<file path="src/rtl/id_ex_hazard_ctrl_if.sv">
// ---------------------------------------------------------------------------
// id_ex_hazard_ctrl_if
//   Bundle of the hazard-controller signals exchanged with the pipeline.
//   master : pipeline side. Drives the ID/EX hazard inputs and stat_clr, and
//            receives the enables, flushes, status and stall_count.
//   slave  : controller side (id_ex_hazard_ctrl).
//   Signals:
//     id_rs, id_rt, id_uses_rt     source specifiers of the ID instruction
//     ex_rt, ex_mem_read           destination / load flag of the EX instruction
//     ex_branch_taken, ex_md_start branch and mult/div status of EX
//     stat_clr                     synchronous clear of stall_count
//     pc_write, if_id_write, if_id_flush, id_ex_write, id_ex_flush
//     md_busy, md_done, stall_count
// ---------------------------------------------------------------------------
interface id_ex_hazard_ctrl_if #(
    parameter int REG_ADDR_W = 5,
    parameter int CNT_W      = 16
);
    logic [REG_ADDR_W-1:0] id_rs;
    logic [REG_ADDR_W-1:0] id_rt;
    logic                  id_uses_rt;
    logic [REG_ADDR_W-1:0] ex_rt;
    logic                  ex_mem_read;
    logic                  ex_branch_taken;
    logic                  ex_md_start;
    logic                  stat_clr;

    logic                  pc_write;
    logic                  if_id_write;
    logic                  if_id_flush;
    logic                  id_ex_write;
    logic                  id_ex_flush;
    logic                  md_busy;
    logic                  md_done;
    logic [CNT_W-1:0]      stall_count;

    modport master (
        output id_rs, id_rt, id_uses_rt, ex_rt, ex_mem_read,
               ex_branch_taken, ex_md_start, stat_clr,
        input  pc_write, if_id_write, if_id_flush, id_ex_write, id_ex_flush,
               md_busy, md_done, stall_count
    );

    modport slave (
        input  id_rs, id_rt, id_uses_rt, ex_rt, ex_mem_read,
               ex_branch_taken, ex_md_start, stat_clr,
        output pc_write, if_id_write, if_id_flush, id_ex_write, id_ex_flush,
               md_busy, md_done, stall_count
    );
endinterface

</file>
<file path="src/rtl/id_ex_hazard_ctrl.sv">
// ---------------------------------------------------------------------------
// id_ex_hazard_ctrl
//   Sequencing controller for PC, IF/ID and ID/EX. Resolves, in priority
//   order: mult/div freeze, taken-branch flush, load-use bubble. Keeps a
//   saturating count of PC-stall cycles.
//   Ports:
//     clk      pipeline clock, rising edge
//     reset_n  asynchronous active-low reset
//     hz       id_ex_hazard_ctrl_if.slave, all hazard inputs and controls
//   The enables and flushes are combinational; md_busy reflects the FSM
//   state directly (high exactly while in MD_BUSY).
// ---------------------------------------------------------------------------
module id_ex_hazard_ctrl #(
    parameter int REG_ADDR_W = 5,
    parameter int MD_CYCLES  = 4,
    parameter int CNT_W      = 16
) (
    input  logic                 clk,
    input  logic                 reset_n,
    id_ex_hazard_ctrl_if.slave   hz
);
    localparam int CNT_BITS = $clog2(MD_CYCLES);
    localparam logic [CNT_BITS-1:0] MD_LAST = CNT_BITS'(MD_CYCLES - 1);
    localparam logic [CNT_BITS-1:0] CNT_ONE = CNT_BITS'(1);

    typedef enum logic {RUN = 1'b0, MD_BUSY = 1'b1} state_e;

    state_e              state_q, state_d;
    logic [CNT_BITS-1:0] cnt_q, cnt_d;
    logic [CNT_W-1:0]    stall_cnt_q, stall_cnt_d;
    logic                load_use;

    // Register 0 is hard-wired zero, so a load targeting it never hazards.
    assign load_use = hz.ex_mem_read && (hz.ex_rt != '0) &&
                      ((hz.ex_rt == hz.id_rs) ||
                       (hz.id_uses_rt && (hz.ex_rt == hz.id_rt)));

    always_comb begin
        state_d        = state_q;
        cnt_d          = cnt_q;
        hz.pc_write    = 1'b1;
        hz.if_id_write = 1'b1;
        hz.if_id_flush = 1'b0;
        hz.id_ex_write = 1'b1;
        hz.id_ex_flush = 1'b0;
        hz.md_done     = 1'b0;
        // While reset is held the outputs stay at their idle values
        // regardless of the (possibly garbage) hazard inputs.
        if (reset_n) begin
            unique case (state_q)
                RUN: begin
                    if (hz.ex_md_start) begin
                        hz.pc_write    = 1'b0;
                        hz.if_id_write = 1'b0;
                        hz.id_ex_write = 1'b0;
                        state_d        = MD_BUSY;
                        cnt_d          = MD_LAST;
                    end else if (hz.ex_branch_taken) begin
                        hz.if_id_flush = 1'b1;
                        hz.id_ex_flush = 1'b1;
                    end else if (load_use) begin
                        hz.pc_write    = 1'b0;
                        hz.if_id_write = 1'b0;
                        hz.id_ex_flush = 1'b1;
                    end
                end
                MD_BUSY: begin
                    if (cnt_q > CNT_ONE) begin
                        hz.pc_write    = 1'b0;
                        hz.if_id_write = 1'b0;
                        hz.id_ex_write = 1'b0;
                        cnt_d          = cnt_q - CNT_ONE;
                    end else begin
                        // Final EX cycle: op completes, pipeline may move.
                        // Branches are not honoured here; load-use still is.
                        hz.md_done = 1'b1;
                        state_d    = RUN;
                        cnt_d      = '0;
                        if (load_use) begin
                            hz.pc_write    = 1'b0;
                            hz.if_id_write = 1'b0;
                            hz.id_ex_flush = 1'b1;
                        end
                    end
                end
                default: begin
                    state_d = RUN;
                    cnt_d   = '0;
                end
            endcase
        end
    end

    always_comb begin
        stall_cnt_d = stall_cnt_q;
        if (hz.stat_clr) begin
            stall_cnt_d = '0;
        end else if (!hz.pc_write && (stall_cnt_q != '1)) begin
            stall_cnt_d = stall_cnt_q + CNT_W'(1);
        end
    end

    always_ff @(posedge clk or negedge reset_n) begin
        if (!reset_n) begin
            state_q     <= RUN;
            cnt_q       <= '0;
            stall_cnt_q <= '0;
        end else begin
            state_q     <= state_d;
            cnt_q       <= cnt_d;
            stall_cnt_q <= stall_cnt_d;
        end
    end

    assign hz.md_busy     = (state_q == MD_BUSY);
    assign hz.stall_count = stall_cnt_q;

endmodule

</file>
<file path="src/flat_wrapper.sv">
// flat-port wrapper written by rule: the top's interface ports become plain ports
module id_ex_hazard_ctrl_flat 
#(
    parameter int REG_ADDR_W = 5,
    parameter int MD_CYCLES  = 4,
    parameter int CNT_W      = 16
)
  (clk, reset_n, hz_id_rs, hz_id_rt, hz_id_uses_rt, hz_ex_rt, hz_ex_mem_read, hz_ex_branch_taken, hz_ex_md_start, hz_stat_clr, hz_pc_write, hz_if_id_write, hz_if_id_flush, hz_id_ex_write, hz_id_ex_flush, hz_md_busy, hz_md_done, hz_stall_count);
  id_ex_hazard_ctrl_if #(.REG_ADDR_W(REG_ADDR_W), .CNT_W(CNT_W)) hz_i ();
  input  logic clk;
  input  logic reset_n;
  input wire logic [$bits(hz_i.id_rs)-1:0] hz_id_rs;
  input wire logic [$bits(hz_i.id_rt)-1:0] hz_id_rt;
  input wire logic [$bits(hz_i.id_uses_rt)-1:0] hz_id_uses_rt;
  input wire logic [$bits(hz_i.ex_rt)-1:0] hz_ex_rt;
  input wire logic [$bits(hz_i.ex_mem_read)-1:0] hz_ex_mem_read;
  input wire logic [$bits(hz_i.ex_branch_taken)-1:0] hz_ex_branch_taken;
  input wire logic [$bits(hz_i.ex_md_start)-1:0] hz_ex_md_start;
  input wire logic [$bits(hz_i.stat_clr)-1:0] hz_stat_clr;
  output wire logic [$bits(hz_i.pc_write)-1:0] hz_pc_write;
  output wire logic [$bits(hz_i.if_id_write)-1:0] hz_if_id_write;
  output wire logic [$bits(hz_i.if_id_flush)-1:0] hz_if_id_flush;
  output wire logic [$bits(hz_i.id_ex_write)-1:0] hz_id_ex_write;
  output wire logic [$bits(hz_i.id_ex_flush)-1:0] hz_id_ex_flush;
  output wire logic [$bits(hz_i.md_busy)-1:0] hz_md_busy;
  output wire logic [$bits(hz_i.md_done)-1:0] hz_md_done;
  output wire logic [$bits(hz_i.stall_count)-1:0] hz_stall_count;
  assign hz_i.id_rs = hz_id_rs;
  assign hz_i.id_rt = hz_id_rt;
  assign hz_i.id_uses_rt = hz_id_uses_rt;
  assign hz_i.ex_rt = hz_ex_rt;
  assign hz_i.ex_mem_read = hz_ex_mem_read;
  assign hz_i.ex_branch_taken = hz_ex_branch_taken;
  assign hz_i.ex_md_start = hz_ex_md_start;
  assign hz_i.stat_clr = hz_stat_clr;
  assign hz_pc_write = hz_i.pc_write;
  assign hz_if_id_write = hz_i.if_id_write;
  assign hz_if_id_flush = hz_i.if_id_flush;
  assign hz_id_ex_write = hz_i.id_ex_write;
  assign hz_id_ex_flush = hz_i.id_ex_flush;
  assign hz_md_busy = hz_i.md_busy;
  assign hz_md_done = hz_i.md_done;
  assign hz_stall_count = hz_i.stall_count;
  id_ex_hazard_ctrl #(.REG_ADDR_W(REG_ADDR_W), .MD_CYCLES(MD_CYCLES), .CNT_W(CNT_W)) u_core (.clk(clk), .reset_n(reset_n), .hz(hz_i));
endmodule
</file>
<file path="config.mk">
export PLATFORM = sky130hd
export DESIGN_NAME = id_ex_hazard_ctrl_flat
export DESIGN_NICKNAME = d
export VERILOG_FILES = /design/src/rtl/id_ex_hazard_ctrl_if.sv /design/src/rtl/id_ex_hazard_ctrl.sv /design/src/flat_wrapper.sv
export SDC_FILE = /design/constraint.sdc
export NUM_CORES = 1
export LEC_CHECK = 0
export CAP_MARGIN = 20
export CORE_MARGIN = 10
export CORE_UTILIZATION = 47
export CTS_CLUSTER_SIZE = 40
export DETAILED_ROUTE_END_ITERATION = 10
export PLACE_DENSITY_LB_ADDON = 0.08
export SLEW_MARGIN = 10
export SYNTH_ARGS = -nofsm -noshare
export SYNTH_HDL_FRONTEND = slang
export SYNTH_SLANG_ARGS = --single-unit
</file>
<file path="constraint.sdc">
create_clock -name clk -period 5 [get_ports clk]
set_input_delay 1 -clock clk [delete_from_list [all_inputs] [get_ports clk]]
set_output_delay 1 -clock clk [all_outputs]
set_load 0.03 [all_outputs]
</file>
==> load_flow_metrics.sql, run 1 <==
INSERT INTO impl_metrics (metric_group, metric, value, unit) VALUES
('outcome', 'run_status', 'complete, no violations', ''),
('synthesis', 'synthDistinctLibCells', '34', ''),
('synthesis', 'syn-num-nets', '158', ''),
('synthesis', 'async_flop_share', '100.0', '%'),
('final_layout', 'layout-drive-gt1-share', '5.587', '%'),
('sta', 'final.setup.tns', '0', 'ns'),
('die', 'chipHeight', '70.90', 'um'),
('die', 'core_area', '2477', 'um2'),
('synthesis', 'synth_largest_type_area_fraction', '39.05', '%'),
('hold_path', 'worstHoldPathType', 'reg -> reg', ''),
('setup_path', 'timing.reg2reg.setup_slack', '2.82', 'ns'),
('setup_path', 'critical_path_arrival', '3.17', 'ns'),
('grt', 'grt_first_pass_wirelength', '5699', 'um'),
('final_layout', 'finalNetCount', '203', ''),
('route', 'antenna_violating_nets_post_route', '0', ''),
('die', 'chipWidth', '70.90', 'um'),
('synthesis', 'syn-mean-instance-area', '9.018', 'um2'),
('flow_run', 'maxCapViolations', '0', ''),
('synthesis', 'synth.area.top_cells', 'dfrtp_1 (39%), xnor2_1 (7.2%), nand4_1 (4.1%), or3_1 (4.1%), a21oi_1 (3.7%)', ''),
('sta', 'setup_violations', '0', ''),
('cts', 'cts_max_path_buffers', '2', ''),
('synthesis', 'synth_seq_area_share', '39.05', '%'),
('sta', 'setup_repair_after_global_routing_missed_its_margin', 'no', ''),
('setup_path', 'cp.buffers_inverters', '2', ''),
('sta', 'finalHoldViolations', '0', ''),
('cts', 'holdBufCountCts', '0', ''),
('final_layout', 'antenna_cells', '0', ''),
('route', 'drt_first_pass_iters', '4', ''),
('setup_path', 'r2r_end', 'u_core.hz.stall_count[7]$_DFFE_PN0P_', ''),
('cts', 'tritoncts_clock_tree', 'built', ''),
('cts', 'htree_levels', '1', ''),
('place', 'port_buffers', '44', ''),
('synthesis', 'netlist.top_cell.by_area', 'dfrtp_1', ''),
('setup_path', 'critical_path.slowest_cell', 'clkdlybuf4s50_1', ''),
('sta', 'worstMarginPinSlew', '0.6612', 'ns'),
('synthesis', 'syn-cell-area', '1217', 'um2'),
('setup_path', 'setup.worst_path.start_class', 'primary input', ''),
('synthesis', 'ys_ff_latch', '19', ''),
('grt', 'gr-usage-all-layers', '13.40', '%'),
('route', 'num_vias', '1195', ''),
('place', 'gp_congestion', '0.8827', ''),
('synthesis', 'synth_flop_cell', 'dfrtp_1', ''),
('grt', 'grt_pass1_vias', '1200', ''),
('sta', 'final_period_minus_worst_setup_slack', '4.174', 'ns'),
('setup_path', 'worst_ep_required_time', '4.00', 'ns'),
('cts', 'cts.repair.resized', '0', ''),
('sta', 'worst_clock_skew', '0.006392', 'ns'),
('power_and_ir_drop', 'total_leakage_power', '0.6583', 'nW'),
('place', 'hpwlAfterDp', '2674', 'um'),
('synthesis', 'syn_inst', '135', ''),
('synthesis', 'post_synth_and_or_nand_nor_area_fraction', '28.67', '%'),
('grt', 'globalRouteOverflowTotal', '0', ''),
('power_and_ir_drop', 'power.ir.vdd_worst', '0.0002598', 'V'),
('die', 'placementRows', '18', ''),
('die', 'design.die.area', '5026', 'um2'),
('sta', 'final-max-slew-violation-count', '0', ''),
('synthesis', 'synth.mux.area_fraction', '3.494', '%'),
('route', 'detail_route.drc_violations', '0', ''),
('synthesis', 'synth_compound_gate_area_share', '14.80', '%'),
('cts', 'cts.reportedPaths.clkPinSlew', '0.11', 'ns'),
('hold_path', 'min-delay-start', 'u_core.hz.stall_count[14]$_DFFE_PN0P_', ''),
('cts', 'worstSkewPairLatency', '0.30', 'ns'),
('sta', 'post-route-period-util', '83.48', '%'),
('die', 'ios', '45', ''),
('synthesis', 'ys_top_cells_by_count', 'dfrtp_1 (19), nor2_1 (12), nand2_1 (10), xnor2_1 (10)', ''),
('setup_path', 'regToRegStartpoint', 'u_core.hz.stall_count[0]$_DFFE_PN0P_', ''),
('cts', 'post-cts-setup-buffers', '0', ''),
('setup_path', 'worstSetupPathType', 'in -> out', ''),
('final_layout', 'final_util', '68.74', '%'),
('synthesis', 'main_combinational_cell_family_by_area_after_synthesis', 'simple AND/OR/NAND/NOR gates', ''),
('route', 'detail_route.vias_per_cell', '5.718', '');
==> area by class of cell <==
type	instances	area, um2
clock inverter	1	5.005
tap	30	37.54
inverter	2	7.507
fill	218	774.5
sequential	19	475.5
multi-input combinational	109	706.9
timing repair buffer	45	447.9
clock buffer	3	22.52
==> worst min-delay path, cell delays in order (launching register included) <==
cell and delay (ns):
dfrtp_1 0.42, nand3b_1 0.09, nand2_1 0.05
==> logic make-up after synthesis <==
| family | Yosys count |
|---|---|
| adders and majority gates | 1 |
| AOI/OAI and AO/OA | 27 |
| DFF | 19 |
| buffers and inverters | 7 |
| muxes | 4 |
| xor gates and xnor gates | 14 |
| and+or+nand+nor | 63 |
==> flip-flops by register name, indices dropped and copies added, names as in the netlist <==
register,count
u_core.hz.md_busy,1
u_core.cnt_q,2
u_core.hz.stall_count,16
==> stage by stage <==
step	instances	power (mW)	area (um2)	hold slack, ns	worst slack (ns)
finish	209	0.4631	1703	0.5859	0.8259
global route	209	0.4938	1703	0.6346	0.7702
CTS	209	0.4660	1703	0.5940	0.8521
detailed placement	205	0.3881	1675	0.5699	0.8602
global placement	205	0.3814	1675	0.5448	0.8832
floorplan	135	0.3153	1217	0.5146	1.687
==> placed cells by master, fill, tap and decap left out, types with 3 or more instances in the layout <==
| master | netlist | layout |
|---|---|---|
| dfrtp_1 | 19 | 19 |
| xor2_1 | 4 | 4 |
| o21ai_0 | 9 | 9 |
| clkbuf_4 | 0 | 3 |
| a21oi_1 | 9 | 9 |
| or4_1 | 3 | 3 |
| nand2_1 | 10 | 10 |
| or3_1 | 8 | 8 |
| and3_1 | 4 | 4 |
| nor2_1 | 12 | 12 |
| nand4_1 | 8 | 8 |
| o31ai_1 | 3 | 3 |
| nand3_1 | 7 | 7 |
| xnor2_1 | 10 | 10 |
| clkdlybuf4s50_1 | 0 | 44 |
==> power breakdown <==
part	switching (mW)	total, mW	leakage [nW]	internal [mW]
registers	0.0206	0.190	0.256	0.169
clock network	0.0493	0.0791	0.0177	0.0298
logic	0.111	0.194	0.384	0.0838
total	0.180	0.463	0.658	0.283
==> worst max path at each step <==
stage | end | slack (ns) | cells after the start
2_1_floorplan | hz_pc_write | 1.69 | 5
3_3_place_gp | hz_if_id_write | 0.88 | 6
3_5_place_dp | hz_if_id_write | 0.86 | 6
4_1_cts | hz_if_id_write | 0.85 | 6
5_1_grt | hz_pc_write | 0.77 | 6
6_report | hz_pc_write | 0.83 | 6
==> per-layer routing <==
layer	wire [um]	global-route usage, %	vias up	part of all wire [%]
met5	0	0	-	0
met4	53	4.731	0	1.6
met3	270	4.045	6	8.0
met2	1625	22.85	42	48
met1	1439	15.45	566	42
li1	-	-	581	-
(Power assumes the default switching activity.)
==> inputs of run 2 (changes only) <==
--- a/config.mk
+++ b/config.mk
@@ -7,7 +7,7 @@
 export LEC_CHECK = 0
 export CAP_MARGIN = 20
 export CORE_MARGIN = 10
-export CORE_UTILIZATION = 47
+export CORE_UTILIZATION = 40
 export CTS_CLUSTER_SIZE = 40
 export DETAILED_ROUTE_END_ITERATION = 10
 export PLACE_DENSITY_LB_ADDON = 0.08
==> constraint.sdc (replaced) <==
create_clock -name clk -period 3.7 [get_ports clk]
set_input_delay 0.74 -clock clk [delete_from_list [all_inputs] [get_ports clk]]
set_output_delay 0.74 -clock clk [all_outputs]
set_load 0.03 [all_outputs]
==> run 2 against run 1 <==
Net effect:
- total power increased by 36%
- sequential cell count unchanged
- non-clock buffer count grew 2
- critical path type unchanged
- largest power group unchanged
==> load_flow_metrics.sql, run 2 (synthesis results as in run 1) <==
INSERT INTO impl_metrics (metric_group, metric, value, unit) VALUES
('outcome', 'run_status', 'complete, no violations', ''),
('route', 'drt_first_pass_iters', '4', ''),
('final_layout', 'syn_to_final_growth', '40.80', '%'),
('hold_path', 'worstHoldPathType', 'reg -> reg', ''),
('sta', 'final-max-slew-violation-count', '0', ''),
('place', 'gp_congestion', '0.8112', ''),
('sta', 'setup_violations', '0', ''),
('place', 'port_buffers', '44', ''),
('power_and_ir_drop', 'net-switching-power', '0.2423', 'mW'),
('sta', 'final_period_minus_worst_setup_slack', '3.582', 'ns'),
('cts', 'cts_max_path_buffers', '2', ''),
('place', 'place_inst', '208', ''),
('route', 'routedWlPerCell', '15.16', 'um'),
('cts', 'tritoncts_clock_tree', 'built', ''),
('setup_path', 'crit_path_start', 'hz_ex_rt[0]', ''),
('flow_run', 'maxCapViolations', '0', ''),
('die', 'chipHeight', '75.17', 'um'),
('final_layout', 'stdcell_count', '212', ''),
('cts', 'root_buffer', 'clkbuf_4', ''),
('power_and_ir_drop', 'power.share.switching', '38.42', '%'),
('route', 'drtIter0Drc', '74', ''),
('final_layout', 'finalNetCount', '205', ''),
('route', 'num_vias', '1168', ''),
('route', 'detail_route.vias_per_cell', '5.509', ''),
('final_layout', 'largest_reg_flops', '16', ''),
('setup_path', 'worstSetupPathType', 'in -> out', ''),
('setup_path', 'setup.worst_path.start_class', 'primary input', ''),
('route', 'detail_route.drc_violations', '0', ''),
('die', 'chipWidth', '75.17', 'um'),
('cts', 'post-cts-setup-buffers', '0', ''),
('cts', 'worstSkewPairLatency', '0.31', 'ns'),
('final_layout', 'layout-drive-gt1-share', '7.735', '%'),
('sta', 'finalHoldViolations', '0', ''),
('die', 'core_area', '2829', 'um2'),
('sta', 'max_freq', '0.2792', 'GHz'),
('final_layout', 'most_frequent_cells_in_the_layout', 'clkdlybuf4s50_1 (42), dfrtp_1 (19), nor2_1 (12)', ''),
('grt', 'grt_max_degree', '20', ''),
('die', 'design.die.area', '5651', 'um2'),
('place', 'hpwlAfterDp', '2579', 'um'),
('setup_path', 'critical_path_arrival', '2.84', 'ns'),
('cts', 'cts.reportedPaths.clkPinSlew', '0.10', 'ns'),
('sta', 'post-route-period-util', '96.82', '%'),
('grt', 'gr-usage-all-layers', '12.02', '%'),
('sta', 'setup_repair_after_global_routing_missed_its_margin', 'no', ''),
('sta', 'worst_slack', '0.1178', 'ns'),
('grt', 'grt_pass1_vias', '1151', ''),
('power_and_ir_drop', 'pwr_density_cell', '367.9', 'nW/um2'),
('cts', 'clock_sink_count', '19', ''),
('hold_path', 'min-delay-start', 'u_core.cnt_q[0]$_DFFE_PN0P_', ''),
('route', 'antenna_violating_nets_post_route', '0', ''),
('setup_path', 'critPathCaptureType', 'primary output', ''),
('grt', 'antenna_found_initial', '0', ''),
('die', 'placementRows', '19', ''),
('power_and_ir_drop', 'internal-power', '0.3884', 'mW'),
('final_layout', 'final_common_cell', 'clkdlybuf4s50_1', ''),
('route', 'totalWireLength', '3214', 'um'),
('grt', 'globalRouteOverflowTotal', '0', ''),
('cts', 'holdBufCountCts', '0', ''),
('cts', 'cts_buffers', '3', ''),
('die', 'initial_utilization', '43.03', '%'),
('sta', 'max-slew-margin-rel', '57.72', '%'),
('power_and_ir_drop', 'power.ir.vdd_worst', '0.0002583', 'V'),
('sta', 'worstMarginPinSlew', '0.6322', 'ns'),
('place', 'placement.setup.worst_slack', '0.09924', 'ns'),
('sta', 'worst_clock_skew', '0.01265', 'ns'),
('power_and_ir_drop', 'seqPwrFrac', '40.8', '%'),
('power_and_ir_drop', 'power.share.clock', '16.9', '%'),
('grt', 'grt_first_pass_wirelength', '5347', 'um'),
('power_and_ir_drop', 'comb_power_share', '42.3', '%'),
('final_layout', 'antenna_cells', '0', ''),
('die', 'ios', '45', ''),
('power_and_ir_drop', 'total_leakage_power', '0.6717', 'nW'),
('cts', 'htree_levels', '1', ''),
('setup_path', 'regToRegStartpoint', 'u_core.hz.stall_count[0]$_DFFE_PN0P_', ''),
('setup_path', 'critical_path.max_fanout', '3', ''),
('setup_path', 'worst_ep_required_time', '2.96', 'ns'),
('sta', 'final.setup.tns', '0', 'ns'),
('cts', 'cts.repair.resized', '0', '');
-- run 2: changes by cell type in the layout (fill, tap and decap cells not counted) --
cell             change
buf_4                +4
clkdlybuf4s50_1      -2
-- run 2: power groups by stage --
stage,combinational (mW),sequential [mW],clock [mW]
after floorplan,0.151,0.275,0
after global placement,0.266,0.261,0
after detailed placement,0.270,0.261,0
after CTS,0.271,0.257,0.112
after global routing,0.291,0.263,0.122
final,0.267,0.257,0.107
-- run 2: final timing paths --
| check | endpoint | slack, ns | cells past startpoint |
|---|---|---|---|
| setup reg to reg | u_core.hz.stall_count[7]$_DFFE_PN0P_ | 1.57 | 7 |
| max in group asynchronous | u_core.hz.stall_count[15]$_DFFE_PN0P_ | 2.39 | 2 |
| setup / recovery | hz_if_id_write | 0.12 | 6 |
| hold / removal | u_core.cnt_q[1]$_DFFE_PN0P_ | 0.58 | 2 |
| min in group asynchronous | u_core.cnt_q[1]$_DFFE_PN0P_ | 0.74 | 1 |
| hold reg to reg | u_core.cnt_q[1]$_DFFE_PN0P_ | 0.58 | 2 |
-- run 2: metrics by stage --
step	utilization, %	power, mW	hold slack [ns]	cell area [um2]
2_1_floorplan	-	0.4261	0.4444	1217
3_3_place_gp	59.62	0.5270	0.5531	1687
3_5_place_dp	59.62	0.5304	0.5536	1687
4_1_cts	60.59	0.6405	0.5835	1714
5_1_grt	60.59	0.6758	0.6088	1714
6_report	60.59	0.6306	0.5781	1714
-- run 2: worst max-delay path: stages --
cell             delay (ns)
clkdlybuf4s50_1        0.47
or4_1                  0.56
o21ai_2                0.18
o21ai_0                0.11
nand2_1                0.11
clkdlybuf4s50_1        0.67
-- run 2: area by class of cell --
type                    count  area (um2)
clock buffers               3       22.52
clock inverters             1       5.005
fillers                   244        1115
inverters                   2       7.507
multi-input cells         109       706.9
flip-flops and latches     19       475.5
well taps                  31       38.79
repair buffers             47       457.9
-- run 2: per-layer routing --
metal  GRT usage (%)  part of all wire, %
met1           13.09                   41
met2           21.62                   52
met3           4.468                  6.4
met4           2.887                 0.37
met5               0                    0
